**config.mk**
```make
export PLATFORM = sky130hd
export DESIGN_NAME = timer_periph_flat
export DESIGN_NICKNAME = d
export VERILOG_FILES = /design/src/rtl/timer_periph_if.sv /design/src/rtl/timer_periph.sv /design/src/flat_wrapper.sv
export SDC_FILE = /design/constraint.sdc
export NUM_CORES = 1
export LEC_CHECK = 0
export ABC_AREA = 1
export BUFFER_PORTS_ARGS = -buffer_cell sky130_fd_sc_hd__buf_2
export CORE_MARGIN = 1.5
export CORE_UTILIZATION = 45
export DETAILED_ROUTE_END_ITERATION = 10
export PLACE_DENSITY_LB_ADDON = 0.3
export SLEW_MARGIN = 25
export SYNTH_ARGS = -nofsm -noshare
export SYNTH_HDL_FRONTEND = slang
export SYNTH_SLANG_ARGS = --single-unit
```
**constraint.sdc**
```tcl
create_clock -name clk -period 2.56 [get_ports clk]
set_input_delay 0.512 -clock clk [delete_from_list [all_inputs] [get_ports clk]]
set_output_delay 0.512 -clock clk [all_outputs]
set_load 0.02 [all_outputs]
```
**src/rtl/timer_periph_if.sv**
```systemverilog
// Register-bus bundle between the CPU and the timer peripheral: the
// control-register write port, the status-register write-1-to-clear port,
// the read-data paths and the interrupt line.
interface timer_periph_if;
    logic        ctrl_we;
    logic [31:0] ctrl_wdata;
    logic        done_we;
    logic [31:0] done_wdata;
    logic [31:0] done_rdata;
    logic [31:0] cnt_rdata;
    logic        irq;

    // CPU side: issues register writes, reads status and count.
    modport master (
        output ctrl_we, ctrl_wdata, done_we, done_wdata,
        input  done_rdata, cnt_rdata, irq
    );

    // Peripheral side: accepts register writes, returns status and count.
    modport slave (
        input  ctrl_we, ctrl_wdata, done_we, done_wdata,
        output done_rdata, cnt_rdata, irq
    );
endinterface

```
**src/rtl/timer_periph.sv**
```systemverilog
// Countdown/interval timer peripheral. Counts prescaled ticks up to a
// programmed limit, raises a sticky done flag (and irq), and in periodic
// mode flags an overflow when an expiry lands on a still-set done flag.
module timer_periph #(
    parameter bit Simulacion = 1'b0,
    parameter int CLK_HZ     = 10_000_000,
    parameter int TICK_HZ    = 1_000
) (
    input  logic           clk,
    input  logic           reset,
    timer_periph_if.slave  bus
);
    localparam int DIV   = Simulacion ? 1 : (CLK_HZ / TICK_HZ);
    localparam int PRE_W = (DIV > 1) ? $clog2(DIV) : 1;
    localparam logic [PRE_W-1:0] PRE_LAST = PRE_W'(DIV - 1);

    typedef enum logic [0:0] {
        ST_IDLE = 1'b0,
        ST_RUN  = 1'b1
    } state_t;

    state_t            state_r;
    logic [30:0]       limit_r;
    logic              periodic_r;
    logic [30:0]       cnt_r;
    logic [PRE_W-1:0]  pre_r;
    logic              done_r;
    logic              ovf_r;

    logic              busy_s;
    logic              tick_s;
    logic              expire_s;
    logic              unused_s;

    // Tick and expiry qualifiers derived from the current register state.
    always_comb begin
        busy_s   = (state_r == ST_RUN);
        tick_s   = busy_s && (pre_r == PRE_LAST);
        expire_s = tick_s && ((cnt_r + 31'd1) == limit_r);
    end

    // Timer FSM with prescaler, tick counter and sticky status flags.
    // Flag clears are written before the expiry logic so a same-edge
    // expiry overrides the clear (set wins).
    always_ff @(posedge clk) begin
        if (reset) begin
            state_r    <= ST_IDLE;
            limit_r    <= 31'd0;
            periodic_r <= 1'b0;
            cnt_r      <= 31'd0;
            pre_r      <= {PRE_W{1'b0}};
            done_r     <= 1'b0;
            ovf_r      <= 1'b0;
        end else if (bus.ctrl_we) begin
            limit_r    <= bus.ctrl_wdata[30:0];
            periodic_r <= bus.ctrl_wdata[31];
            cnt_r      <= 31'd0;
            pre_r      <= {PRE_W{1'b0}};
            ovf_r      <= 1'b0;
            if (bus.ctrl_wdata[30:0] == 31'd0) begin
                // Zero limit expires immediately without ever running.
                state_r <= ST_IDLE;
                done_r  <= 1'b1;
            end else begin
                state_r <= ST_RUN;
                done_r  <= 1'b0;
            end
        end else begin
            if (bus.done_we && bus.done_wdata[0]) begin
                done_r <= 1'b0;
            end
            if (bus.done_we && bus.done_wdata[2]) begin
                ovf_r <= 1'b0;
            end
            case (state_r)
                ST_IDLE: begin
                    state_r <= ST_IDLE;
                end
                ST_RUN: begin
                    if (tick_s) begin
                        pre_r <= {PRE_W{1'b0}};
                        if (expire_s) begin
                            done_r <= 1'b1;
                            if (done_r && periodic_r) begin
                                ovf_r <= 1'b1;
                            end
                            if (periodic_r) begin
                                cnt_r <= 31'd0;
                            end else begin
                                cnt_r   <= limit_r;
                                state_r <= ST_IDLE;
                            end
                        end else begin
                            cnt_r <= cnt_r + 31'd1;
                        end
                    end else begin
                        pre_r <= pre_r + {{(PRE_W-1){1'b0}}, 1'b1};
                    end
                end
                default: begin
                    state_r <= ST_IDLE;
                end
            endcase
        end
    end

    // Read data and interrupt are driven straight from registers.
    assign bus.done_rdata = {29'd0, ovf_r, busy_s, done_r};
    assign bus.cnt_rdata  = {1'b0, cnt_r};
    assign bus.irq        = done_r;

    // Status write bits with no function.
    assign unused_s = ^{bus.done_wdata[31:3], bus.done_wdata[1]};
endmodule

```
**src/flat_wrapper.sv**
```systemverilog
// flat-port wrapper written by rule: the top's interface ports become plain ports
module timer_periph_flat 
#(
    parameter bit Simulacion = 1'b0,
    parameter int CLK_HZ     = 10_000_000,
    parameter int TICK_HZ    = 1_000
)
  (clk, reset, bus_ctrl_we, bus_ctrl_wdata, bus_done_we, bus_done_wdata, bus_done_rdata, bus_cnt_rdata, bus_irq);
  timer_periph_if bus_i ();
  input  logic clk;
  input  logic reset;
  input wire logic [$bits(bus_i.ctrl_we)-1:0] bus_ctrl_we;
  input wire logic [$bits(bus_i.ctrl_wdata)-1:0] bus_ctrl_wdata;
  input wire logic [$bits(bus_i.done_we)-1:0] bus_done_we;
  input wire logic [$bits(bus_i.done_wdata)-1:0] bus_done_wdata;
  output wire logic [$bits(bus_i.done_rdata)-1:0] bus_done_rdata;
  output wire logic [$bits(bus_i.cnt_rdata)-1:0] bus_cnt_rdata;
  output wire logic [$bits(bus_i.irq)-1:0] bus_irq;
  assign bus_i.ctrl_we = bus_ctrl_we;
  assign bus_i.ctrl_wdata = bus_ctrl_wdata;
  assign bus_i.done_we = bus_done_we;
  assign bus_i.done_wdata = bus_done_wdata;
  assign bus_done_rdata = bus_i.done_rdata;
  assign bus_cnt_rdata = bus_i.cnt_rdata;
  assign bus_irq = bus_i.irq;
  timer_periph #(.Simulacion(Simulacion), .CLK_HZ(CLK_HZ), .TICK_HZ(TICK_HZ)) u_core (.clk(clk), .reset(reset), .bus(bus_i));
endmodule
```
==> results.sh <==
export IMPL_grt_pass1_wl_mm=27.9
export IMPL_synth_area_leaders="dfxtp_1 28%, nand2_1 17%, nand3_1 8.9%"
export IMPL_power_density_nw_per_um2=423
export IMPL_max_freq_ghz=0.388
export IMPL_tns_ps=-21.0
export IMPL_clockPowerShare=0.441
export IMPL_vias_per_cell=5.26
export IMPL_core_sq_um=12200
export IMPL_grt_max_degree=42
export IMPL_cp_end_kind="flip-flop"
export IMPL_drive_above_1_share=0.208
export IMPL_fin_area_sq_um=6880
export IMPL_gr_total_overflow=0
export IMPL_post_dp_hpwl_mm=12.9
export IMPL_ir_drop_v=0.000419
export IMPL_pwr_share_comb=0.106
export IMPL_cts_buffer_depth=2
export IMPL_core_rowCount=40
export IMPL_hold_viol_final=0
export IMPL_boundaryPins=133
export IMPL_setup_viol=2
export IMPL_p_int_mw=2.07
export IMPL_cts_root_buf="clkbuf_16"
export IMPL_die_w_microns=115
export IMPL_cts_sinks=80
export IMPL_final_util=0.566
export IMPL_slowest_stage="dfxtp_2"
export IMPL_worstPathCellList="buf_6, nand2_2, nor2_8, nand2_8, nor2_4, nand3_1, nand2_1, nand2_1, nand2_1, nand2_1, nor2_1, nand2_1, nor2_4, buf_2, nand4_1, a21oi_1"
export IMPL_drt_total_wl_mm=18.2
export IMPL_worst_setup_path_start_kind="flip-flop"
export IMPL_io_buffers=72
export IMPL_swShare=0.287
export IMPL_drt_pass1_iterations=6
export IMPL_max_stage_delay_ps=360
export IMPL_status="complete, but fails checks"
export IMPL_yosysUniqueCellTypes=37
export IMPL_fin_cells=1217
export IMPL_tightest_slew_ps=538
export IMPL_grtUsageTotal=0.274
export IMPL_num_antenna_cells=0
export IMPL_violations="setup timing"
export IMPL_power_leakage_nw=3.29
export IMPL_seq_power_share=0.453
export IMPL_clk_latency_ps=350
export IMPL_placed_area_sq_um=6280
export IMPL_critPathMostFrequentCell="nand2_1"
export IMPL_synth_seq_cells=80
export IMPL_yosys_warnings=0
export IMPL_h_tree_depth=3
export IMPL_syn_inst=943
export IMPL_cts_tree="yes"
export IMPL_die_h_microns=115
export IMPL_finClkSkew_ps=8.68
export IMPL_hold_buffers=0
export IMPL_wl_per_cell_microns=15.0
export IMPL_cts_buffers=9
export IMPL_gp_congestion=0.926
export IMPL_avgSynthCellArea_sq_um=6.01
export IMPL_clkSlewWorstSetupHoldPaths_ps=70
export IMPL_syn_area_sq_um=5670
export IMPL_vias=6400
export IMPL_syn_to_final_growth_pct=21.4
export IMPL_drv_slew=0
export IMPL_maxCapViolCount=0
export IMPL_drt_drc_violations_left=0
export IMPL_period_needed_ps=2580
export IMPL_dp_slack_ps=29.5
export IMPL_grt_pass1_vias=5468
export IMPL_detail_route_antenna_nets=0
export IMPL_critical_path_arrival_ps=2860
export IMPL_setup_slack_ps=-19.2
export IMPL_yosys_area_top_type="dfxtp_1"
export IMPL_required_ps=2840
export IMPL_path_class="flip-flop to flip-flop"
export IMPL_yosysSeqAreaShare=0.283
export IMPL_crit_fanout=7
export IMPL_switching_power_mw=0.836
export IMPL_synth_top_area_frac=0.283
export IMPL_dpl_cell_count=1190
export IMPL_num_nets_final=1114
export IMPL_post_route_period_util=1.01
export IMPL_die_area_sq_um=13300
export IMPL_relSlewSlack=0.640
export IMPL_rsz0062_at_grt="yes"
export IMPL_antenna_found_initial=0
export IMPL_start_util=0.466
export IMPL_drt_iter0_drc=604
export IMPL_worstHoldPathType="input port to flip-flop"
## synth_stat cells (all sizes together)
library cell,n
a211oi,1
a21oi,83
buf,46
clkbuf,17
clkinv,2
conb,1
dfxtp,80
ha,2
inv,117
nand2,264
nand3,104
nand3b,7
nand4,27
nor2,111
nor3,7
nor3b,1
nor4,5
nor4b,1
o21ai,58
o21bai,1
o31ai,1
or2,1
xnor2,2
xnor3,1
xor2,3
## metrics by stage
step	hold slack, ps	power (mW)
after floorplan	439	1.56
after CTS	375	2.90
final	385	2.91
after detailed placement	460	1.63
after global placement	452	1.63
after global routing	401	3.01
## power groups by stage
stage / clock, mW / combinational (mW) / sequential [mW]
2_1_floorplan: 0 / 0.232 / 1.33
3_3_place_gp: 0 / 0.289 / 1.34
3_5_place_dp: 0 / 0.292 / 1.34
4_1_cts: 1.30 / 0.294 / 1.31
5_1_grt: 1.34 / 0.342 / 1.32
6_report: 1.28 / 0.308 / 1.32
## state kept, by name, indices dropped and copies added (netlist names)
| register | count |
|---|---|
| u_core.bus.irq | 1 |
| u_core.busy_s | 1 |
| u_core.cnt_r | 31 |
| u_core.limit_r | 31 |
| u_core.ovf_r | 1 |
| u_core.periodic_r | 1 |
| u_core.pre_r | 14 |
## per-layer routing
metal,share of wire,up-vias,wire length (microns),track usage
met5,0,-,0,0
met2,0.44,310,8090,0.427
met3,0.096,39,1740,0.0543
met4,0.030,0,542,0.127
li1,-,3190,-,-
met1,0.43,2861,7830,0.365
## path summary, 6_finish.rpt
kind                            slack [ps]              from  depth (start not counted)           endpoint
worst max-delay path                   -20   u_core.cnt_r[1]                         16   u_core.cnt_r[18]
worst min-delay path                   390             reset                          2  u_core.limit_r[1]
worst max register to register         -20   u_core.cnt_r[1]                         16   u_core.cnt_r[18]
worst min register to register         470  u_core.pre_r[13]                          2   u_core.pre_r[13]
## final cells by class
type | count | area, sq um
Timing Repair Buffer | 124 | 811
Fill cell | 1241 | 5280
Clock buffer | 10 | 239
Sequential cell | 80 | 1620
Clock inverter | 6 | 51.3
Tap cell | 168 | 210
Inverter | 119 | 447
Multi-Input combinational cell | 710 | 3510
## worst max-delay path, delay by kind of cell (launching register included)
family                 cells  cell delay (ps)
AO/OA/AOI/OAI              1              160
AND/OR/NAND/NOR           13             1610
flip-flops                 1              360
buffers and inverters      2              360
## kinds of logic (layout without fill, tap and decap cells)
group / count (synthesis) / count (layout) / synth area share
and+or+nand+nor: 528 / 528 / 0.424
buffers and inverters: 182 / 259 / 0.148
AOI/OAI and AO/OA: 144 / 144 / 0.129
DFF: 80 / 80 / 0.283
xor gates and xnor gates: 6 / 6 / 0.0117
adders and majority gates: 2 / 2 / 0.00442
other: 1 / 30 / 0.000662
## timing repair
item / in CTS / in global routing
gates cloned: 0 / 3
endpoints found under the setup margin: 1 / 34
setup buffers: 0 / 8
pin swaps: 0 / 18
resized for setup: 1 / 62
## cells in the final DEF (no fill, tap or decap), types with 4 or more instances in the layout
cell and count:
nand2_1 239, inv_1 114, nand3_1 97, a21oi_1 83, nor2_1 82, buf_2 73
dfxtp_1 69, o21ai_0 54, buf_4 44, conb_1 30, nand4_1 27, nand2_2 21
nor2_4 17, clkbuf_16 11, dfxtp_2 11, nor2_2 10, nand3b_1 7, nor3_1 7
nand3_2 6, nor4_1 5, buf_6 4
(Power assumes the default switching activity.)
